[src/rtl/alu.sv]
// -----------------------------------------------------------------------------
// alu -- registered integer ALU for the Fyre RV32I execute stage.
//
// The ALU computes one of ten arithmetic, logic, shift or compare operations on
// val1/val2, selected by ALU_op. The result is registered, so a value sampled
// at rising edge N appears on ALU_res just after edge N. There is no handshake,
// and the ALU accepts a new operation every cycle.
//
// Parameters
//   DATA_W   operand/result width; bit DATA_W-1 is the sign bit for signed ops
//   SHAMT_W  number of low val2 bits used as the shift amount
//            (2**SHAMT_W must not exceed DATA_W)
//
// Ports
//   clk      in   1        rising-edge clock
//   rst_n    in   1        asynchronous, active-low reset
//   ALU_op   in   4        operation select (see alu_op_e)
//   val1     in   DATA_W   operand A
//   val2     in   DATA_W   operand B / shift amount source
//   ALU_res  out  DATA_W   registered result (0 in reset)
//   zero     out  1        registered (ALU_res == 0), 1 in reset
//
// Configuration
//   ALU_ZERO_FLAG_EN  when this macro is defined, the zero port and its
//                     register exist. When it is undefined, both are absent
//                     and the rest of the ALU behaves the same.
// -----------------------------------------------------------------------------
module alu #(
   parameter int DATA_W  = 33,
   parameter int SHAMT_W = 5
) (
   input  logic              clk,
   input  logic              rst_n,
   input  logic [3:0]        ALU_op,
   input  logic [DATA_W-1:0] val1,
   input  logic [DATA_W-1:0] val2,
`ifdef ALU_ZERO_FLAG_EN
   output logic              zero,
`endif
   output logic [DATA_W-1:0] ALU_res
);

   typedef enum logic [3:0] {
      OP_ADD  = 4'b0000,
      OP_SUB  = 4'b0001,
      OP_AND  = 4'b0010,
      OP_OR   = 4'b0011,
      OP_XOR  = 4'b0100,
      OP_SLL  = 4'b0101,
      OP_SRL  = 4'b0110,
      OP_SRA  = 4'b0111,
      OP_SLT  = 4'b1000,
      OP_SLTU = 4'b1001
   } alu_op_e;

   logic [DATA_W-1:0]  res_d;
   logic [DATA_W-1:0]  res_q;
   logic [SHAMT_W-1:0] shamt;

   // The shift uses only the low SHAMT_W bits of val2. The upper bits are
   // ignored on purpose.
   assign shamt = val2[SHAMT_W-1:0];

   // Next-result selection.
   // NOTE: res_d is given a default before the case, so every path assigns it.
   // This includes the reserved and unknown opcodes, so no latch is inferred.
   always_comb begin
      res_d = '0;
      case (ALU_op)
         OP_ADD:  res_d = val1 + val2;
         OP_SUB:  res_d = val1 - val2;
         OP_AND:  res_d = val1 & val2;
         OP_OR:   res_d = val1 | val2;
         OP_XOR:  res_d = val1 ^ val2;
         OP_SLL:  res_d = val1 << shamt;
         OP_SRL:  res_d = val1 >> shamt;
         // $signed makes >>> fill with val1's sign bit instead of zeros.
         OP_SRA:  res_d = $unsigned($signed(val1) >>> shamt);
         // A signed compare stays correct when the operands sit at the
         // overflow boundary. The result is {0..,1} or 0.
         OP_SLT:  res_d = {{(DATA_W-1){1'b0}}, ($signed(val1) < $signed(val2))};
         OP_SLTU: res_d = {{(DATA_W-1){1'b0}}, (val1 < val2)};
         default: res_d = '0;   // 1010..1111 are reserved
      endcase
   end

   // Result register. Reset clears it at once, so a pending result is dropped.
   // NOTE: the clocked state uses non-blocking assignments, so every register
   // samples the values from before the edge.
   always_ff @(posedge clk or negedge rst_n) begin
      if (!rst_n) begin
         res_q <= '0;
      end else begin
         res_q <= res_d;
      end
   end

   assign ALU_res = res_q;

`ifdef ALU_ZERO_FLAG_EN
   logic zero_q;

   // The flag is derived from res_d, not res_q, so it updates on the same edge
   // as the result it describes.
   always_ff @(posedge clk or negedge rst_n) begin
      if (!rst_n) begin
         zero_q <= 1'b1;
      end else begin
         zero_q <= (res_d == '0);
      end
   end

   assign zero = zero_q;
`endif

endmodule

[config.mk]
export PLATFORM = sky130hd
export DESIGN_NAME = alu
export DESIGN_NICKNAME = d
export VERILOG_FILES = /design/src/rtl/alu.sv
export SDC_FILE = /design/constraint.sdc
export NUM_CORES = 1
export LEC_CHECK = 0
export ABC_AREA = 1
export CORE_MARGIN = 5
export CORE_UTILIZATION = 55
export DETAILED_ROUTE_END_ITERATION = 12
export PLACE_DENSITY_LB_ADDON = 0.25
export SLEW_MARGIN = 20
export SYNTH_ARGS = -nofsm -noshare
export SYNTH_HDL_FRONTEND = slang
export SYNTH_SLANG_ARGS = --single-unit
[constraint.sdc]
create_clock -name clk -period 0.8 [get_ports clk]
set_input_delay 0.2 -clock clk [delete_from_list [all_inputs] [get_ports clk]]
set_output_delay 0.2 -clock clk [all_outputs]
set_load 0.03 [all_outputs]
==> results of run 1 <==
logic make-up after synthesis:
kind of cell,synth area share
compound gates,0.104
simple gates,0.553
buf+inv,0.158
fa+ha+maj,0.113
flops,0.0722
metal layers:
layer,track usage,overflow
met1,0.865,9
met5,0.540,1
met3,0.812,6
met2,1.01,257
met4,0.959,171
what timing repair did:
action                                 in CTS
resized for setup                        1139
endpoints found under the hold margin      33
hold buffers                                1
buffers inserted                           71
setup endpoints to repair                  66
pin swaps                                 274
gates cloned                                9
cells in the mapped netlist, types with 2 or more instances:
cell type and count:
o21ai_0 43, a21oi_1 102, buf_4 14, nor3_1 15, a221oi_1 2, dfrtp_1 33, nand2_1 779, or2_2 2
nor4_1 2, a211oi_1 2, ha_1 100, nand3_2 3, buf_2 56, o21ai_1 9, nand3_1 443, o22ai_1 20
nor2_4 2, clkbuf_1 4, nand4_1 31, nand3b_1 10, a31oi_1 3, and2_1 12, inv_1 323, o221ai_1 3
inv_2 6, nor2_1 151, fa_1 2, buf_1 11, buf_6 10, o211ai_1 10, nand2_2 11, nor2_2 6
o21bai_1 13
through the flow:
| step | instance area, um2 | setup TNS (ps) | hold slack (ps) | worst slack [ps] | cells |
|---|---|---|---|---|---|
| floorplan | 11700 | -29520 | -95.6 | -987 | 2244 |
| global placement | 16000 | -55600 | 42.3 | -1900 | 2976 |
| detailed placement | 16000 | -57150 | 41.1 | -2000 | 2976 |
| CTS | 19800 | -33010 | 276 | -885 | 3062 |
==> metrics.txt, run 1 <==
# TYPE chip_impl_metric gauge
chip_impl_info{name="status",value="aborted with a tool error"} 1
chip_impl_info{name="haltStage",value="global routing"} 1
chip_impl_info{name="error_message",value="[ERROR GRT-0116] Global routing finished with congestion. Check the congestion regions in the DRC Viewer."} 1
chip_impl_metric{name="synth.lib_cells_used.distinct",unit=""} 44
chip_impl_metric{name="postSynthCellCount",unit=""} 2244
chip_impl_metric{name="grt_util_all_layers",unit=""} 0.899
chip_impl_metric{name="io_buffers",unit=""} 104
chip_impl_metric{name="die_height",unit="um"} 154
chip_impl_metric{name="die-width",unit="um"} 154
chip_impl_metric{name="postSynth.asyncResetShare",unit=""} 1.00
chip_impl_metric{name="start_util",unit=""} 0.562
chip_impl_metric{name="maximum_number_of_pins_on_one_net_before_global_route_repair",unit=""} 40
chip_impl_info{name="synthDominantAreaCellType",value="nand2_1"} 1
chip_impl_metric{name="synthesis.nets",unit=""} 2418
chip_impl_metric{name="cts_inserted_buffers",unit=""} 5
chip_impl_info{name="ctsRootBufferMaster",value="clkbuf_16"} 1
chip_impl_metric{name="clock_sink_count",unit=""} 33
chip_impl_metric{name="max-clock-path-buffers",unit=""} 2
chip_impl_metric{name="io_pins",unit=""} 105
chip_impl_metric{name="std_cell_rows",unit=""} 52
chip_impl_metric{name="htree_levels",unit=""} 2
chip_impl_metric{name="synth.yosys.seq_area_share",unit=""} 0.0722
chip_impl_metric{name="synth_top_area_share",unit=""} 0.256
chip_impl_metric{name="gr-total-overflow",unit=""} 444
chip_impl_metric{name="gp_congestion",unit=""} 1.21
chip_impl_metric{name="syn-cell-area",unit="mm2"} 0.0114
chip_impl_info{name="yosys-top-cells-area",value="nand2_1, nand3_1, ha_1"} 1
chip_impl_metric{name="synth_enable_flop_cells",unit=""} 0
chip_impl_metric{name="grt_pass1_vias",unit=""} 26800
chip_impl_metric{name="synth_area_per_inst",unit="um2"} 5.10
chip_impl_metric{name="grt_first_pass_wirelength",unit="mm"} 172
chip_impl_metric{name="detailedPlacementHpwl",unit="mm"} 49.4
chip_impl_metric{name="yosysWarnings",unit=""} 0
chip_impl_metric{name="ys_ff_latch",unit=""} 33
chip_impl_info{name="synth-main-ff-cell",value="dfrtp_1"} 1
==> run 2: changes to the inputs <==
--- a/config.mk
+++ b/config.mk
@@ -7,9 +7,9 @@
 export LEC_CHECK = 0
 export ABC_AREA = 1
 export CORE_MARGIN = 5
-export CORE_UTILIZATION = 55
+export CORE_UTILIZATION = 40
 export DETAILED_ROUTE_END_ITERATION = 12
-export PLACE_DENSITY_LB_ADDON = 0.25
+export PLACE_DENSITY_LB_ADDON = 0.15
 export SLEW_MARGIN = 20
 export SYNTH_ARGS = -nofsm -noshare
 export SYNTH_HDL_FRONTEND = slang
==> run 2 against run 1 <==
  * The flow now finishes, with violations (setup timing)
  * Synthesized cell count unchanged
  * Area after synthesis unchanged
==> metrics.txt, run 2 <==
# TYPE chip_impl_metric gauge
chip_impl_metric{name="drt_drc_violations_left",unit=""} 0
chip_impl_info{name="path_cells",value="buf_8 -> buf_6 -> ha_4 -> fa_2 -> inv_4 -> nand2_4 -> nand3_4 -> nand2_4 -> a21oi_2 -> nor2_2 -> a21oi_2 -> nand4_1"} 1
chip_impl_metric{name="synth_top_area_share",unit=""} 0.256
chip_impl_info{name="grt_setup_unrepaired",value="yes"} 1
chip_impl_info{name="critPathKind",value="input pin to flip-flop"} 1
chip_impl_metric{name="postSynth.asyncResetShare",unit=""} 1.00
chip_impl_metric{name="grt_first_pass_wirelength",unit="mm"} 101
chip_impl_metric{name="gp_congestion",unit=""} 1.04
chip_impl_metric{name="fin_crit_sh",unit=""} 2.30
chip_impl_metric{name="placed_area",unit="mm2"} 0.0165
chip_impl_info{name="post_synth_most_frequent_cells",value="nand2_1, nand3_1, inv_1, nor2_1, a21oi_1"} 1
chip_impl_metric{name="whs",unit="ps"} 418
chip_impl_metric{name="ir_drop",unit="mV"} 0.766
chip_impl_info{name="final_common_cell",value="nand2_1"} 1
chip_impl_metric{name="std_cell_rows",unit=""} 62
chip_impl_metric{name="grt_util_all_layers",unit=""} 0.420
chip_impl_metric{name="layout.nets",unit=""} 2997
chip_impl_metric{name="synth.mux.area_fraction",unit=""} 0
chip_impl_metric{name="cts_inserted_buffers",unit=""} 5
chip_impl_metric{name="worst_path_largest_cell_delay",unit="ps"} 390
chip_impl_metric{name="largest_register_ffs",unit=""} 33
chip_impl_metric{name="p_leak",unit="nW"} 10.7
chip_impl_metric{name="antenna_found_initial",unit=""} 0
chip_impl_metric{name="synth_area_per_inst",unit="um2"} 5.10
chip_impl_metric{name="number_of_detailed_routing_iterations_run_before_antenna_repair",unit=""} 8
chip_impl_metric{name="synth_compound_area_frac",unit=""} 0.104
chip_impl_info{name="synth.most_common_cell",value="nand2_1"} 1
chip_impl_metric{name="floorplan.die_area",unit="mm2"} 0.0321
chip_impl_metric{name="start_util",unit=""} 0.402
chip_impl_metric{name="die_height",unit="um"} 179
chip_impl_metric{name="detailedPlacementHpwl",unit="mm"} 55.1
chip_impl_metric{name="timing.slew.headroom",unit=""} 0.681
chip_impl_metric{name="clock_transition_at_the_registers_of_the_reported_paths",unit="ps"} 70
chip_impl_metric{name="yosysWarnings",unit=""} 0
chip_impl_metric{name="maximum_number_of_pins_on_one_net_before_global_route_repair",unit=""} 53
chip_impl_info{name="worstHoldPathType",value="input pin to async pin"} 1
chip_impl_info{name="cp-start-kind",value="input pin"} 1
chip_impl_metric{name="crit_arrival",unit="ps"} 1990
chip_impl_metric{name="finalSetupViolations",unit=""} 66
chip_impl_info{name="ctsRootBufferMaster",value="clkbuf_16"} 1
chip_impl_info{name="endpoint_kind",value="flip-flop"} 1
chip_impl_metric{name="max_slew.worst_pin.slew",unit="ps"} 478
chip_impl_metric{name="route.vias.total",unit=""} 18600
chip_impl_metric{name="setup_slack",unit="ps"} -1040
chip_impl_info{name="violations",value="setup timing"} 1
chip_impl_info{name="worstSetupStartpoint",value="val2[0]"} 1
chip_impl_metric{name="final_layout_size_suffix_gt1_frac",unit=""} 0.509
chip_impl_metric{name="vias_per_cell",unit=""} 5.81
chip_impl_metric{name="synth.yosys.seq_area_share",unit=""} 0.0722
chip_impl_metric{name="hold_violations",unit=""} 0
chip_impl_info{name="cts_tree",value="built"} 1
chip_impl_info{name="synth-main-ff-cell",value="dfrtp_1"} 1
chip_impl_metric{name="synthesis.nets",unit=""} 2418
chip_impl_metric{name="worst-endpoint-required",unit="ps"} 950
chip_impl_metric{name="route.antenna.remaining_nets",unit=""} 0
chip_impl_metric{name="core-area",unit="mm2"} 0.0285
chip_impl_metric{name="max-clock-path-buffers",unit=""} 2
chip_impl_info{name="largest_family_of_logic_cells_by_synthesized_area",value="simple AND/OR/NAND/NOR gates"} 1
chip_impl_metric{name="synth_simple_gate_area_frac",unit=""} 0.553
chip_impl_metric{name="power.density",unit="mW/mm2"} 932
chip_impl_metric{name="maxCapViolations",unit=""} 0
chip_impl_info{name="crit_slowest_cell",value="fa_2"} 1
chip_impl_metric{name="layout.filler_cells",unit=""} 2413
chip_impl_metric{name="slew_viol_final",unit=""} 0
chip_impl_metric{name="grt_pass1_vias",unit=""} 16800
chip_impl_metric{name="crit_path_max_fanout",unit=""} 4
chip_impl_metric{name="fin_crit",unit="ps"} 1840
chip_impl_info{name="synthDominantAreaCellType",value="nand2_1"} 1
chip_impl_metric{name="syn-cell-area",unit="mm2"} 0.0114
chip_impl_metric{name="ys_ff_latch",unit=""} 33
chip_impl_metric{name="yosys.area_share.adder",unit=""} 0.113
chip_impl_metric{name="fmax",unit="MHz"} 543
chip_impl_metric{name="post_synth_xor_area_fraction",unit=""} 0
chip_impl_metric{name="wl",unit="mm"} 73.2
chip_impl_info{name="yosys-top-cells-area",value="nand2_1, nand3_1, ha_1"} 1
chip_impl_metric{name="die-width",unit="um"} 179
chip_impl_info{name="status",value="finished with violations"} 1
chip_impl_metric{name="synth_enable_flop_cells",unit=""} 0
chip_impl_metric{name="num_antenna_cells",unit=""} 0
chip_impl_metric{name="io_buffers",unit=""} 104
chip_impl_metric{name="utilization",unit=""} 0.722
chip_impl_metric{name="io_pins",unit=""} 105
chip_impl_info{name="most-common-layout-cells",value="nand2_1, buf_4, nand3_1, inv_1, nand2_2"} 1
chip_impl_metric{name="wire_per_inst",unit="um"} 22.8
chip_impl_metric{name="clock_sink_count",unit=""} 33
chip_impl_metric{name="postSynthCellCount",unit=""} 2244
chip_impl_metric{name="drt_iter0_markers",unit=""} 2552
chip_impl_metric{name="syn2layout_area_growth",unit="%"} 79.6
chip_impl_metric{name="synth.lib_cells_used.distinct",unit=""} 44
chip_impl_metric{name="gr-total-overflow",unit=""} 0
chip_impl_metric{name="final_cell_area",unit="mm2"} 0.0206
chip_impl_metric{name="htree_levels",unit=""} 2
## run 2: cell counts after synthesis
No cell type changed its count.
## run 2: per-layer routing
layer,routed length (um),part of all wire,vias up,track usage
li1,-,-,8399,-
met1,27800,0.38,8600,0.550
met2,30500,0.42,1351,0.640
met3,9120,0.12,299,0.0879
met4,5790,0.079,0,0.240
met5,0,0,-,0
## run 2: timing repair
action                     in CTS  in global routing
gates cloned                    0                  3
pin swaps                     180                128
setup endpoints to repair      66                 66
hold endpoints to repair       33                  0
hold buffers                    1                  0
resized for setup             940                356
setup buffers                  40                 30
## run 2: logic make-up (layout without fill, tap and decap cells)
| family | count (synthesis) | in the layout |
|---|---|---|
| and+or+nand+nor | 1469 | 1469 |
| buffers and inverters | 427 | 1007 |
| AOI/OAI and AO/OA | 213 | 213 |
| adders and majority gates | 102 | 102 |
| DFF | 33 | 33 |
## run 2: area by class of cell
cell class / count / area (um2) / share of cell area
clock buffer: 5 / 125 / 0.00609
clock inverter: 3 / 46.3 / 0.00225
inverter: 331 / 1340 / 0.0653
multi-input combinational: 1784 / 12000 / 0.584
sequential: 33 / 830 / 0.0404
tap: 384 / 480 / 0.0234
timing repair buffer: 668 / 5720 / 0.279
## run 2: critical path: cells and delay by family
kind                       cells  cell delay, ps
adders and majority gates      2             550
AOI/OAI and AO/OA              2             390
and+or+nand+nor                5             490
buffers and inverters          3             350
## run 2: final timing paths
kind	to	slack, ps	cells past startpoint
setup / recovery	ALU_res[8]	-1040	12
min in group clk	ALU_res[0]	420	5
hold / removal	ALU_res[7]	420	3
max in group asynchronous	ALU_res[20]	110	3
## run 2: metrics by stage
stage	TNS (ps)	setup slack, ps	power, W	instances
floorplan	-29520	-987	0.00733	2244
global placement	-59580	-2040	0.0127	3128
detailed placement	-59970	-2030	0.0127	3128
CTS	-34170	-891	0.0174	3176
global route	-39270	-1030	0.0199	3208
finish	-37190	-1040	0.0192	3208
## run 2: report_power, final
group          switching (W)  internal [W]
combinational        0.00854       0.00602
clock                0.00108       0.00148
sequential          0.000173       0.00187
(Power assumes the default switching activity.)
